`config.mk`:
```
export PLATFORM = sky130hd
export DESIGN_NAME = alu_issue_ctrl
export DESIGN_NICKNAME = d
export VERILOG_FILES = /design/src/rtl/alu_pkg.sv /design/src/rtl/alu_issue_ctrl_decoder.sv /design/src/rtl/alu_issue_ctrl.sv
export SDC_FILE = /design/constraint.sdc
export NUM_CORES = 1
export LEC_CHECK = 0
export CORE_UTILIZATION = 50
export CTS_BUF_LIST = sky130_fd_sc_hd__clkbuf_16
export DETAILED_ROUTE_END_ITERATION = 10
export GPL_TIMING_DRIVEN = 0
export PLACE_DENSITY = 0.85
export SYNTH_ARGS = -nofsm -noshare
export SYNTH_HDL_FRONTEND = slang
export SYNTH_SLANG_ARGS = --single-unit
```
`constraint.sdc`:
```
create_clock -name clk_i -period 2.55 [get_ports clk_i]
set_input_delay 0.255 -clock clk_i [delete_from_list [all_inputs] [get_ports clk_i]]
set_output_delay 0.255 -clock clk_i [all_outputs]
set_load 0.03 [all_outputs]
```
`src/rtl/alu_pkg.sv`:
```
// alu_pkg: shared definitions for the ALU issue front-end.
//   - function-code constants (request side)
//   - ALU operation-code constants (ALUNBits side)
//   - FSM state encoding
//   - decode_func(): function code -> {op, invert, cin, legal}
package alu_pkg;

  // Request function codes
  localparam logic [3:0] FN_ADD  = 4'h0;
  localparam logic [3:0] FN_SUB  = 4'h1;
  localparam logic [3:0] FN_AND  = 4'h2;
  localparam logic [3:0] FN_OR   = 4'h3;
  localparam logic [3:0] FN_XOR  = 4'h4;
  localparam logic [3:0] FN_NOR  = 4'h5;
  localparam logic [3:0] FN_SLT  = 4'h6;
  localparam logic [3:0] FN_SLTU = 4'h7;
  localparam logic [3:0] FN_SLL  = 4'h8;
  localparam logic [3:0] FN_SRL  = 4'h9;
  localparam logic [3:0] FN_SRA  = 4'hA;

  // ALU operacion codes
  localparam logic [3:0] OP_AND  = 4'b0000;
  localparam logic [3:0] OP_OR   = 4'b0001;
  localparam logic [3:0] OP_ADD  = 4'b0010;
  localparam logic [3:0] OP_XOR  = 4'b0011;
  localparam logic [3:0] OP_SLT  = 4'b0100;
  localparam logic [3:0] OP_SLTU = 4'b0101;
  localparam logic [3:0] OP_SRL  = 4'b0110;
  localparam logic [3:0] OP_SLL  = 4'b0111;
  localparam logic [3:0] OP_SRA  = 4'b1000;
  localparam logic [3:0] OP_NOR  = 4'b1001;

  typedef enum logic [1:0] {
    ST_IDLE = 2'd0,
    ST_EXEC = 2'd1,
    ST_RESP = 2'd2
  } state_t;

  typedef struct packed {
    logic [3:0] op;
    logic       invert;
    logic       cin;
    logic       legal;
  } dec_t;

  // Subtraction-style operations (SUB, SLT, SLTU) run the adder as a + ~b + 1,
  // so they share the invert/carry-in setting.
  function automatic dec_t decode_func(input logic [3:0] func);
    dec_t d;
    d.op     = OP_AND;
    d.invert = 1'b0;
    d.cin    = 1'b0;
    d.legal  = 1'b1;
    case (func)
      FN_ADD:  d.op = OP_ADD;
      FN_SUB:  begin d.op = OP_ADD;  d.invert = 1'b1; d.cin = 1'b1; end
      FN_AND:  d.op = OP_AND;
      FN_OR:   d.op = OP_OR;
      FN_XOR:  d.op = OP_XOR;
      FN_NOR:  d.op = OP_NOR;
      FN_SLT:  begin d.op = OP_SLT;  d.invert = 1'b1; d.cin = 1'b1; end
      FN_SLTU: begin d.op = OP_SLTU; d.invert = 1'b1; d.cin = 1'b1; end
      FN_SLL:  d.op = OP_SLL;
      FN_SRL:  d.op = OP_SRL;
      FN_SRA:  d.op = OP_SRA;
      default: d.legal = 1'b0;
    endcase
    return d;
  endfunction

endpackage

```
`src/rtl/alu_issue_ctrl_decoder.sv`:
```
// alu_func_decoder: purely combinational function-code decoder.
// Ports:
//   func   in  4  request function code
//   op     out 4  ALU operacion code
//   invert out 1  ALU B-invert
//   cin    out 1  ALU carry-in
//   legal  out 1  function code is defined
module alu_func_decoder
  import alu_pkg::*;
(
  input  logic [3:0] func,
  output logic [3:0] op,
  output logic       invert,
  output logic       cin,
  output logic       legal
);

  dec_t dec;

  always_comb begin
    dec    = decode_func(func);
    op     = dec.op;
    invert = dec.invert;
    cin    = dec.cin;
    legal  = dec.legal;
  end

endmodule

```
`src/rtl/alu_issue_ctrl.sv`:
```
// alu_issue_ctrl: accepts ALU work requests (valid/ready), drives the N-bit
// ALU with registered operands and controls, waits EXEC_CYCLES, captures the
// result and returns it on a valid/ready response channel.
// Parameters: N (datapath width), EXEC_CYCLES (1..15 hold cycles before capture).
// Ports:
//   clk_i, rst_ni              clock, async active-low reset
//   req_valid_i/req_ready_o    request handshake (ready only in IDLE)
//   req_func_i, req_a_i/b_i    function code and operands
//   alu_a_o/b_o/op_o           registered ALU operands and operacion
//   alu_invert_o/alu_cin_o     registered ALU B-invert and carry-in
//   alu_res_i/alu_cout_i       ALU result and carry-out
//   resp_valid_o/resp_ready_i  response handshake
//   resp_data_o/carry/zero/ovf/err  captured response fields
module alu_issue_ctrl
  import alu_pkg::*;
#(
  parameter int N           = 4,
  parameter int EXEC_CYCLES = 1
) (
  input  logic         clk_i,
  input  logic         rst_ni,
  input  logic         req_valid_i,
  output logic         req_ready_o,
  input  logic [3:0]   req_func_i,
  input  logic [N-1:0] req_a_i,
  input  logic [N-1:0] req_b_i,
  output logic [N-1:0] alu_a_o,
  output logic [N-1:0] alu_b_o,
  output logic [3:0]   alu_op_o,
  output logic         alu_invert_o,
  output logic         alu_cin_o,
  input  logic [N-1:0] alu_res_i,
  input  logic         alu_cout_i,
  output logic         resp_valid_o,
  input  logic         resp_ready_i,
  output logic [N-1:0] resp_data_o,
  output logic         resp_carry_o,
  output logic         resp_zero_o,
  output logic         resp_ovf_o,
  output logic         resp_err_o
);

  // Counter reload; EXEC_CYCLES is expected within 1..15.
  localparam logic [3:0] CNT_LOAD = 4'(EXEC_CYCLES - 1);

  state_t       state_reg, state_next;
  logic [3:0]   cnt_reg;
  logic [N-1:0] alu_a_reg, alu_b_reg;
  logic [3:0]   op_reg;
  logic         inv_reg, cin_reg, ovf_en_reg;
  logic [N-1:0] resp_data_reg;
  logic         resp_carry_reg, resp_zero_reg, resp_ovf_reg, resp_err_reg;

  logic [3:0]   dec_op;
  logic         dec_invert, dec_cin, dec_legal;
  logic         req_is_addsub;
  logic [N-1:0] b_eff;
  logic         ovf_calc;

  alu_func_decoder u_dec (
    .func   (req_func_i),
    .op     (dec_op),
    .invert (dec_invert),
    .cin    (dec_cin),
    .legal  (dec_legal)
  );

  assign req_is_addsub = (req_func_i == FN_ADD) || (req_func_i == FN_SUB);

  // Operand B as the adder actually sees it (inverted for SUB).
  for (genvar gi = 0; gi < N; gi++) begin : g_beff
    assign b_eff[gi] = alu_b_reg[gi] ^ inv_reg;
  end

  // Signed overflow: operand signs agree but the result sign differs.
  assign ovf_calc = ovf_en_reg
                  & (alu_a_reg[N-1] == b_eff[N-1])
                  & (alu_res_i[N-1] != alu_a_reg[N-1]);

  // State register
  always_ff @(posedge clk_i or negedge rst_ni) begin
    if (!rst_ni) begin
      state_reg <= ST_IDLE;
    end else begin
      state_reg <= state_next;
    end
  end

  // Next-state logic
  always_comb begin
    state_next = state_reg;
    case (state_reg)
      ST_IDLE: begin
        if (req_valid_i) begin
          state_next = dec_legal ? ST_EXEC : ST_RESP;
        end
      end
      ST_EXEC: begin
        if (cnt_reg == 4'd0) begin
          state_next = ST_RESP;
        end
      end
      ST_RESP: begin
        if (resp_ready_i) begin
          state_next = ST_IDLE;
        end
      end
      default: state_next = ST_IDLE;
    endcase
  end

  // Datapath registers
  always_ff @(posedge clk_i or negedge rst_ni) begin
    if (!rst_ni) begin
      cnt_reg        <= '0;
      alu_a_reg      <= '0;
      alu_b_reg      <= '0;
      op_reg         <= '0;
      inv_reg        <= 1'b0;
      cin_reg        <= 1'b0;
      ovf_en_reg     <= 1'b0;
      resp_data_reg  <= '0;
      resp_carry_reg <= 1'b0;
      resp_zero_reg  <= 1'b0;
      resp_ovf_reg   <= 1'b0;
      resp_err_reg   <= 1'b0;
    end else begin
      case (state_reg)
        ST_IDLE: begin
          if (req_valid_i) begin
            if (dec_legal) begin
              alu_a_reg  <= req_a_i;
              alu_b_reg  <= req_b_i;
              op_reg     <= dec_op;
              inv_reg    <= dec_invert;
              cin_reg    <= dec_cin;
              ovf_en_reg <= req_is_addsub;
              cnt_reg    <= CNT_LOAD;
            end else begin
              // Illegal code: answer immediately, leave the ALU drive untouched.
              resp_data_reg  <= '0;
              resp_carry_reg <= 1'b0;
              resp_zero_reg  <= 1'b1;
              resp_ovf_reg   <= 1'b0;
              resp_err_reg   <= 1'b1;
            end
          end
        end
        ST_EXEC: begin
          if (cnt_reg != 4'd0) begin
            cnt_reg <= cnt_reg - 4'd1;
          end else begin
            resp_data_reg  <= alu_res_i;
            resp_carry_reg <= alu_cout_i;
            resp_zero_reg  <= (alu_res_i == '0);
            resp_ovf_reg   <= ovf_calc;
            resp_err_reg   <= 1'b0;
          end
        end
        default: ;
      endcase
    end
  end

  assign req_ready_o  = (state_reg == ST_IDLE);
  assign resp_valid_o = (state_reg == ST_RESP);
  assign alu_a_o      = alu_a_reg;
  assign alu_b_o      = alu_b_reg;
  assign alu_op_o     = op_reg;
  assign alu_invert_o = inv_reg;
  assign alu_cin_o    = cin_reg;
  assign resp_data_o  = resp_data_reg;
  assign resp_carry_o = resp_carry_reg;
  assign resp_zero_o  = resp_zero_reg;
  assign resp_ovf_o   = resp_ovf_reg;
  assign resp_err_o   = resp_err_reg;

endmodule

```
==> out/qor.txt, run 1 <==
post-route clock skew -> 0.00308 ns
Worst Path Max Fanout -> 9
Die X -> 56.2 um
RSZ-0062 raised after global routing -> false
dpl ws -> 0.441 ns
CTS Buf Count -> 3
H-tree levels -> 1
pin count of the biggest net entering global routing -> 29
Req. time, crit path -> 2.30 ns
Core Box Area -> 0.00276 sq mm
Site Rows -> 19
Syn. warnings -> 0
port bufs -> 42
Post-DP Area -> 0.00193 sq mm
PD cells -> 1300 mW/mm^2
diodes inserted -> 0
top cell type's share of synthesized area -> 47.7%
max-cap check violation count -> 0
die area -> 0.00316 sq mm
post-synthesis sequential area ratio -> 47.7%
initial cell density of the core -> 53.2%
leakage -> 0.851 nW
first-pass GRT wire length -> 5240 um
post-synthesis cell count -> 143
Synth Cell Area -> 0.00147 sq mm
global route total overflow -> 0
Yosys cell types -> 41
Fillers -> 224
Synth-to-Final Area Change -> 36.1%
Root Driver -> clkbuf_16
die height -> 56.2 um
worst-margin pin slew -> 0.616 ns
cell taking the most area after synthesis -> dfrtp_1
ANT nets after route -> 0
Finished Layout Cells -> 219
layout cells sized above 1 -> 12.2%
placed cell count -> 216
# IOs -> 45
initial antenna violation count -> 0
final instance area -> 0.00200 sq mm
Skew-Pair Late Insertion Delay -> 0.26 ns
DRT Pass-1 Iters -> 4
HP Class -> input pin to asynchronous set/reset pin
RePlAce Congestion -> 0.805
Final min period -> 1.89 ns
run status -> complete, no violations
peak supply drop -> 991 uV
Crit Path Category -> register to primary output
final slew viol count -> 0
Setup WS post-layout -> 0.659 ns
wire length per cell -> 14.1 um
Finished Core Util -> 72.4%
vias in the first global route -> 1203
Sink Count -> 28
clock buffer depth -> 2
Tcrit/Tclk final -> 74.2%
WL final -> 3080 um
CTS clk-pin slew, worst paths -> 0.06 ns
cts hold-fix bufs -> 0
syn nets -> 166
crit path DAT -> 1.64 ns
Critical Path End Type -> primary output
DP HPWL -> 2310 um
setup bufs post-CTS -> 0
Worst slew margin -> 59.0%
nets -> 213
worst r2r path cells -> 6
Iteration-0 DRC Markers -> 24
largest cells by area after synthesis -> dfrtp_1 (48%), mux2_4 (7.2%), o21ai_0 (4.1%)
fmax -> 529 MHz
setup tns final -> 0 ns
startpoint types -> register
post-CTS sizing -> 0
Fin. Hold Viols -> 0
most frequent cells in the layout -> clkdlybuf4s50_1 (41), dfrtp_1 (28), nand2_1 (16), o21ai_0 (12), nor2_1 (10)
Setup-failing EPs final -> 0
leading cell type in the layout, fill and taps excluded -> clkdlybuf4s50_1
vias -> 1226
vias per inst -> 5.60
Avg Cell Area, Syn -> 10.3 sq um
flops & latches, synth -> 28
CTS tree -> done
gr usage total -> 21.1%
Remaining DRCs -> 0
## cell type report
type | instances | area (sq um) | share of cell area, %
Inverter | 6 | 22.5 | 1.13
Sequential cell | 28 | 701 | 35.1
Clock buffer | 3 | 75.1 | 3.76
Timing Repair Buffer | 42 | 415 | 20.8
Buffer | 9 | 61.3 | 3.07
Multi-Input combinational cell | 100 | 683 | 34.2
Tap cell | 31 | 38.8 | 1.94
## critical path, stage by stage, from the launching register on
cell,delay (ns)
dfrtp_1,0.37
buf_6,0.13
nand2b_1,0.16
inv_1,0.06
clkdlybuf4s50_1,0.65
## cells in the mapped netlist
master    count
or3b_4        1
ha_1          2
o32ai_1       1
o211ai_1      2
o41ai_2       1
dfrtp_1      28
o311ai_0      2
o21bai_1      1
nor2_1       10
buf_2         1
nor3_4        1
a211oi_1      1
o21a_1        1
a32oi_1       2
nand3b_1      1
or4_1         1
or3_1         1
nor3b_1       2
o21ai_0      12
nor4_1        2
nand3_1       4
nor3b_4       1
nor2_2        1
and3_1        1
clkbuf_1      4
a21oi_1       7
nor2b_1       4
o22ai_1       1
mux2_4        7
o21ai_1       1
inv_1         6
buf_4         1
nor3_1        3
a21oi_4       1
and2_1        1
mux2_2        1
buf_6         3
a21o_1        3
nand2b_1      3
xnor2_1       1
nand2_1      16
## path summary, 6_finish.rpt
| kind | startpoint | end | slack, ns |
|---|---|---|---|
| worst max register to register | state_reg[0] | alu_a_o[1] | 0.73 |
| max in group asynchronous | rst_ni | state_reg[0] | 2.15 |
| worst min register to register | resp_err_o | resp_err_o | 0.52 |
| min in group clk_i | req_func_i[2] | alu_invert_o | 0.42 |
| worst min-delay path | rst_ni | alu_a_o[1] | 0.005 |
| worst max-delay path | state_reg[0] | resp_valid_o | 0.66 |
## layer usage
layer | part of all wire (%) | up-vias | GRT usage, %
met5 | 0 | - | 0
met4 | 1.3 | 0 | 8.36
met3 | 4.0 | 5 | 3.02
met2 | 51 | 37 | 37.1
met1 | 44 | 591 | 26.0
li1 | - | 593 | -
## power by group
| part | leakage [nW] | internal, mW | switching (mW) | total [mW] |
|---|---|---|---|---|
| registers | 0.345 | 0.648 | 0.145 | 0.793 |
| logic | 0.469 | 0.666 | 0.798 | 1.46 |
| clock network | 0.0370 | 0.208 | 0.139 | 0.347 |
| total | 0.851 | 1.52 | 1.08 | 2.60 |
## cells by family after synthesis
family | count (synthesis) | synth area share [%]
mux | 8 | 7.93
simple gates | 53 | 19.8
fa+ha+maj | 2 | 1.70
xor+xnor | 1 | 0.597
buf+inv | 15 | 5.71
flops | 28 | 47.7
compound gates | 36 | 16.5
## metrics by stage
stage | power, mW | hold WS, ns
after floorplan | 1.74 | -0.0406
after global placement | 2.22 | 0.484
after detailed placement | 2.27 | 0.499
after CTS | 2.62 | 0.411
after global routing | 2.75 | 0.0549
final | 2.60 | 0.00513
Note: power is estimated with default switching activity, not from simulation.
==> inputs of run 2 (changes only) <==
--- a/config.mk
+++ b/config.mk
@@ -5,11 +5,11 @@
 export SDC_FILE = /design/constraint.sdc
 export NUM_CORES = 1
 export LEC_CHECK = 0
-export CORE_UTILIZATION = 50
+export CORE_UTILIZATION = 46
 export CTS_BUF_LIST = sky130_fd_sc_hd__clkbuf_16
 export DETAILED_ROUTE_END_ITERATION = 10
 export GPL_TIMING_DRIVEN = 0
-export PLACE_DENSITY = 0.85
+export PLACE_DENSITY = 0.79
 export SYNTH_ARGS = -nofsm -noshare
 export SYNTH_HDL_FRONTEND = slang
 export SYNTH_SLANG_ARGS = --single-unit
==> constraint.sdc (replaced) <==
create_clock -name clk_i -period 1.98 [get_ports clk_i]
set_input_delay 0.198 -clock clk_i [delete_from_list [all_inputs] [get_ports clk_i]]
set_output_delay 0.198 -clock clk_i [all_outputs]
set_load 0.03 [all_outputs]
==> run 2 against run 1 <==
Effect of this change:
- largest power group unchanged
- via count down 1.9%
- routed wire length up 4.8%
- the run now ends with hold timing left
- final area up 1.0%
- die area up 8.4%
- core utilization down 5.8 points
- non-clock buffer count unchanged
==> out/qor.txt, run 2 (same netlist as run 1, synthesis figures left out) <==
die height -> 58.5 um (was 56.2 um)
Die X -> 58.5 um (was 56.2 um)
# IOs -> 45 (unchanged)
CTS clk-pin slew, worst paths -> 0.07 ns (was 0.06 ns)
Req. time, crit path -> 1.78 ns (was 2.30 ns)
final slew viol count -> 0 (unchanged)
most frequent cells in the layout -> clkdlybuf4s50_1 (41), dfrtp_1 (28), nand2_1 (16), o21ai_0 (12), nor2_1 (10) (unchanged)
setup tns final -> 0 ns (unchanged)
CTS Buf Count -> 3 (unchanged)
fmax -> 544 MHz
crit path DAT -> 1.64 ns (about the same)
Critical Path End Type -> primary output (unchanged)
Fin. Hold Viols -> 28 (was 0)
initial antenna violation count -> 0 (unchanged)
Tcrit/Tclk final -> 92.9%
post-CTS sizing -> 0 (unchanged)
Setup-failing EPs final -> 0 (unchanged)
register-to-register setup slack -> 0.16 ns (was 0.73 ns)
Fin Hold WS -> -0.0601 ns (was 0.00513 ns)
Remaining DRCs -> 0 (unchanged)
vias per inst -> 5.16 (was 5.60)
Final min period -> 1.84 ns
HP Class -> input pin to asynchronous set/reset pin (unchanged)
DRT Pass-1 Iters -> 4 (unchanged)
vias -> 1203 (was 1226)
startpoint types -> register (unchanged)
DP HPWL -> 2390 um (was 2310 um)
port bufs -> 42 (unchanged)
first-pass GRT wire length -> 5190 um (was 5240 um)
worst r2r path cells -> 5 (was 6)
nets -> 213 (unchanged)
Core Box Area -> 0.00303 sq mm (was 0.00276 sq mm)
Skew-Pair Late Insertion Delay -> 0.26 ns (about the same)
WL final -> 3230 um (was 3080 um)
ANT nets after route -> 0 (unchanged)
diodes inserted -> 0 (unchanged)
max-cap check violation count -> 0 (unchanged)
gr usage total -> 20.0% (was 21.1%)
H-tree levels -> 1 (unchanged)
peak supply drop -> 802 uV (was 991 uV)
global route total overflow -> 0 (unchanged)
cts hold-fix bufs -> 0 (unchanged)
initial cell density of the core -> 48.5% (was 53.2%)
Finished Layout Cells -> 233 (was 219)
leading cell type in the layout, fill and taps excluded -> clkdlybuf4s50_1 (unchanged)
Site Rows -> 20 (was 19)
leakage -> 0.853 nW (was 0.851 nW)
setup bufs post-CTS -> 0 (unchanged)
vias in the first global route -> 1158 (was 1203)
Reg-to-Reg Start -> state_reg[1] (was state_reg[0])
wire length per cell -> 13.9 um (was 14.1 um)
clock buffer depth -> 2 (unchanged)
Crit Path Category -> register to primary output (unchanged)
worst-margin pin slew -> 0.618 ns (was 0.616 ns)
CTS tree -> done (unchanged)
run status -> finished with violations (was complete, no violations)
layout cells sized above 1 -> 12.2% (about the same)
failing checks -> hold timing
Sink Count -> 28 (unchanged)
RePlAce Congestion -> 0.738 (was 0.805)
PD cells -> 1680 mW/mm^2 (was 1300 mW/mm^2)
Worst R2R End -> alu_b_o[3] (was alu_a_o[1])
placed cell count -> 229 (was 216)
Synth-to-Final Area Change -> 37.4% (was 36.1%)
post-route clock skew -> 0.00438 ns (was 0.00308 ns)
Worst Path Max Fanout -> 9 (unchanged)
Root Driver -> clkbuf_16 (unchanged)
pin count of the biggest net entering global routing -> 29 (unchanged)
Worst slew margin -> 58.8% (was 59.0%)
RSZ-0062 raised after global routing -> false (unchanged)
Iteration-0 DRC Markers -> 30 (was 24)
die area -> 0.00342 sq mm (was 0.00316 sq mm)
run 2: area by class of cell:
type                    instances  area, sq um
plain buffers                   9         61.3
clock buffers                   3         75.1
clock inverters                 1         3.75
fillers                       256         1010
inverters                       6         22.5
multi-input cells             100          683
flip-flops and latches         28          701
well taps                      44         55.1
repair buffers                 42          415
run 2: worst max-delay path: stages, from the launching register on:
cell,delay (ns)
dfrtp_1,0.38
buf_6,0.14
nand2b_1,0.15
inv_1,0.06
clkdlybuf4s50_1,0.66
run 2: per-stage QoR:
step	hold slack [ns]	total power, mW	worst slack, ns	cell area, sq um	utilization (%)
2_1_floorplan	-0.0976	2.24	0.270	1470	-
3_3_place_gp	0.486	2.86	-0.0324	1940	64.2
3_5_place_dp	0.495	2.93	-0.0462	1940	64.2
6_report	-0.0601	3.39	0.141	2020	66.6
5_1_grt	0.00652	3.58	0.0571	2020	66.6
4_1_cts	0.341	3.41	0.132	2020	66.8
run 2: worst max-delay path by stage:
stage / start / to / slack (ns)
5_1_grt: cnt_reg[0] / cnt_reg[1] / 0.06
3_3_place_gp: req_valid_i / alu_a_o[1] / -0.03
2_1_floorplan: state_reg[0] / alu_a_o[1] / 0.27
3_5_place_dp: req_valid_i / alu_b_o[3] / -0.05
4_1_cts: state_reg[0] / resp_valid_o / 0.13
6_report: state_reg[0] / resp_valid_o / 0.14
run 2: metal layers:
metal / GRT usage, % / wire (um)
met5: 0 / 0
met1: 26.3 / 1470
met4: 7.14 / 35
met2: 34.0 / 1640
met3: 2.64 / 78
run 2: report_power, final:
group / leakage, nW / switching, mW / internal [mW]
Combinational: 0.469 / 1.05 / 0.859
Clock: 0.0385 / 0.191 / 0.271
Sequential: 0.345 / 0.184 / 0.834
Total: 0.853 / 1.42 / 1.96
==> inputs of run 3 (changes only) <==
--- a/config.mk
+++ b/config.mk
@@ -9,7 +9,9 @@
 export CTS_BUF_LIST = sky130_fd_sc_hd__clkbuf_16
 export DETAILED_ROUTE_END_ITERATION = 10
 export GPL_TIMING_DRIVEN = 0
+export HOLD_SLACK_MARGIN = 0.03
 export PLACE_DENSITY = 0.79
+export SLEW_MARGIN = 0
 export SYNTH_ARGS = -nofsm -noshare
 export SYNTH_HDL_FRONTEND = slang
 export SYNTH_SLANG_ARGS = --single-unit
==> run 3 against run 2 <==
Effect of this change:
- the run now ends clean
- clock power about the same
- core utilization is 0.33 points higher
- routed wire length grew 0.25%
- largest power group unchanged
- register-to-register slack is essentially flat
- total power rose by 0.15%
- critical path type unchanged
- non-clock buffer count is 1 higher
- worst hold slack better by 0.41 ns
==> out/qor.txt, run 3 (same netlist as run 1, synthesis figures left out) <==
pin count of the biggest net entering global routing -> 29 (unchanged)
final slew viol count -> 0 (unchanged)
critical path depth -> 4 (unchanged)
worst r2r path cells -> 5 (unchanged)
CTS Buf Count -> 3 (unchanged)
most frequent cells in the layout -> clkdlybuf4s50_1 (41), dfrtp_1 (28), nand2_1 (16), o21ai_0 (12), nor2_1 (10) (unchanged)
post-route clock skew -> 0.00629 ns (was 0.00438 ns)
RePlAce Congestion -> 0.738 (unchanged)
Site Rows -> 20 (unchanged)
# IOs -> 45 (unchanged)
layout cells sized above 1 -> 12.1% (was 12.2%)
worst-margin pin slew -> 0.618 ns (about the same)
initial cell density of the core -> 48.5% (unchanged)
PD cells -> 1670 mW/mm^2 (was 1680 mW/mm^2)
run status -> complete, no violations (was finished with violations)
cts hold-fix bufs -> 0 (unchanged)
vias -> 1202 (was 1203)
WP buf/inv -> 3 (unchanged)
Setup-failing EPs final -> 0 (unchanged)
leading cell type in the layout, fill and taps excluded -> clkdlybuf4s50_1 (unchanged)
Sink Count -> 28 (unchanged)
Req. time, crit path -> 1.78 ns (about the same)
H-tree levels -> 1 (unchanged)
leakage -> 0.857 nW (was 0.853 nW)
wire length per cell -> 13.8 um (was 13.9 um)
critical path's slowest cell -> clkdlybuf4s50_1 (unchanged)
hold depth -> 3
peak supply drop -> 801 uV (was 802 uV)
Crit Path Category -> register to primary output (unchanged)
global route total overflow -> 0 (unchanged)
Worst slew margin -> 58.8% (about the same)
register-to-register setup slack -> 0.15 ns (was 0.16 ns)
Crit path largest cell delay -> 0.66 ns (about the same)
worst hold path endpoint -> alu_invert_o
die height -> 58.5 um (unchanged)
CTS clk-pin slew, worst paths -> 0.07 ns (about the same)
Critical Path End Type -> primary output (unchanged)
Worst Path Max Fanout -> 9 (unchanged)
dpl ws -> -0.0462 ns (unchanged)
Die X -> 58.5 um (unchanged)
Skew-Pair Late Insertion Delay -> 0.27 ns (was 0.26 ns)
CP delay by family, top -> buffers and inverters (unchanged)
Finished Layout Cells -> 234 (was 233)
initial antenna violation count -> 0 (unchanged)
gr usage total -> 20.0% (unchanged)
Remaining DRCs -> 0 (unchanged)
Root Driver -> clkbuf_16 (unchanged)
Iteration-0 DRC Markers -> 38 (was 30)
CTS tree -> done (unchanged)
first-pass GRT wire length -> 5190 um (unchanged)
Setup WS post-layout -> 0.140 ns (was 0.141 ns)
Reg-to-Reg Start -> state_reg[1] (unchanged)
vias in the first global route -> 1158 (unchanged)
nets -> 214 (was 213)
vias per inst -> 5.14 (was 5.16)
setup bufs post-CTS -> 0 (unchanged)
Synth-to-Final Area Change -> 38.1% (was 37.4%)
crit path DAT -> 1.64 ns (about the same)
Final min period -> 1.84 ns (about the same)
DP HPWL -> 2390 um (unchanged)
diodes inserted -> 0 (unchanged)
placed cell count -> 229 (unchanged)
WL final -> 3240 um (was 3230 um)
HP Class -> input pin to register (was input pin to asynchronous set/reset pin)
die area -> 0.00342 sq mm (unchanged)
Worst R2R End -> alu_b_o[3] (unchanged)
DRT Pass-1 Iters -> 4 (unchanged)
Fin. Hold Viols -> 0 (was 28)
hold path start -> req_func_i[2]
ANT nets after route -> 0 (unchanged)
Tcrit/Tclk final -> 92.9% (about the same)
startpoint types -> register (unchanged)
post-CTS sizing -> 0 (unchanged)
port bufs -> 42 (unchanged)
clock buffer depth -> 2 (unchanged)
max-cap check violation count -> 0 (unchanged)
fmax -> 544 MHz (about the same)
Core Box Area -> 0.00303 sq mm (unchanged)
worst path cell trace -> buf_6 > nand2b_1 > inv_1 > clkdlybuf4s50_1 (unchanged)
RSZ-0062 raised after global routing -> false (unchanged)
[run 3: worst reg2reg max path: cells and delay by family (launching register included)]
family	cells	cell delay [ns]
AO/OA/AOI/OAI	1	0.13
buffers and inverters	2	0.34
flip-flops	1	0.46
multiplexers	1	0.32
AND/OR/NAND/NOR	1	0.46
[run 3: through the flow]
step / hold WS (ns) / power [mW] / utilization (%) / TNS (ns) / area, sq um
2_1_floorplan: -0.0976 / 2.24 / - / 0 / 1470
3_3_place_gp: 0.486 / 2.86 / 64.2 / -0.197 / 1940
3_5_place_dp: 0.495 / 2.93 / 64.2 / -0.262 / 1940
4_1_cts: 0.341 / 3.41 / 66.8 / 0 / 2020
5_1_grt: 0.409 / 3.58 / 66.9 / 0 / 2030
6_report: 0.346 / 3.39 / 66.9 / 0 / 2030
[run 3: worst max path at each step]
| stage | from | end | slack (ns) |
|---|---|---|---|
| 5_1_grt | cnt_reg[0] | cnt_reg[1] | 0.06 |
| 3_3_place_gp | req_valid_i | alu_a_o[1] | -0.03 |
| 3_5_place_dp | req_valid_i | alu_b_o[3] | -0.05 |
| 6_report | state_reg[0] | resp_valid_o | 0.14 |
| 2_1_floorplan | state_reg[0] | alu_a_o[1] | 0.27 |
| 4_1_cts | state_reg[0] | resp_valid_o | 0.13 |
[run 3: per-layer routing]
layer	track usage, %	vias up	wire [um]	share of wire (%)
li1	-	598	-	-
met3	2.64	4	80	2.5
met2	34.0	21	1620	50
met5	0	-	0	0
met4	7.14	0	35	1.1
met1	26.3	579	1500	46
[run 3: power breakdown]
part | total [mW] | switching, mW | leakage, nW | internal [mW]
logic | 1.91 | 1.05 | 0.473 | 0.860
clock network | 0.464 | 0.193 | 0.0385 | 0.271
registers | 1.02 | 0.185 | 0.345 | 0.834
total | 3.39 | 1.43 | 0.857 | 1.97
[run 3: final cells by class]
type / count / area, sq um
inverter: 6 / 22.5
timing repair buffer: 43 / 425
clock inverter: 1 / 3.75
clock buffer: 3 / 75.1
tap: 44 / 55.1
fill: 255 / 1000
buffer: 9 / 61.3
sequential: 28 / 701
multi-input combinational: 100 / 683
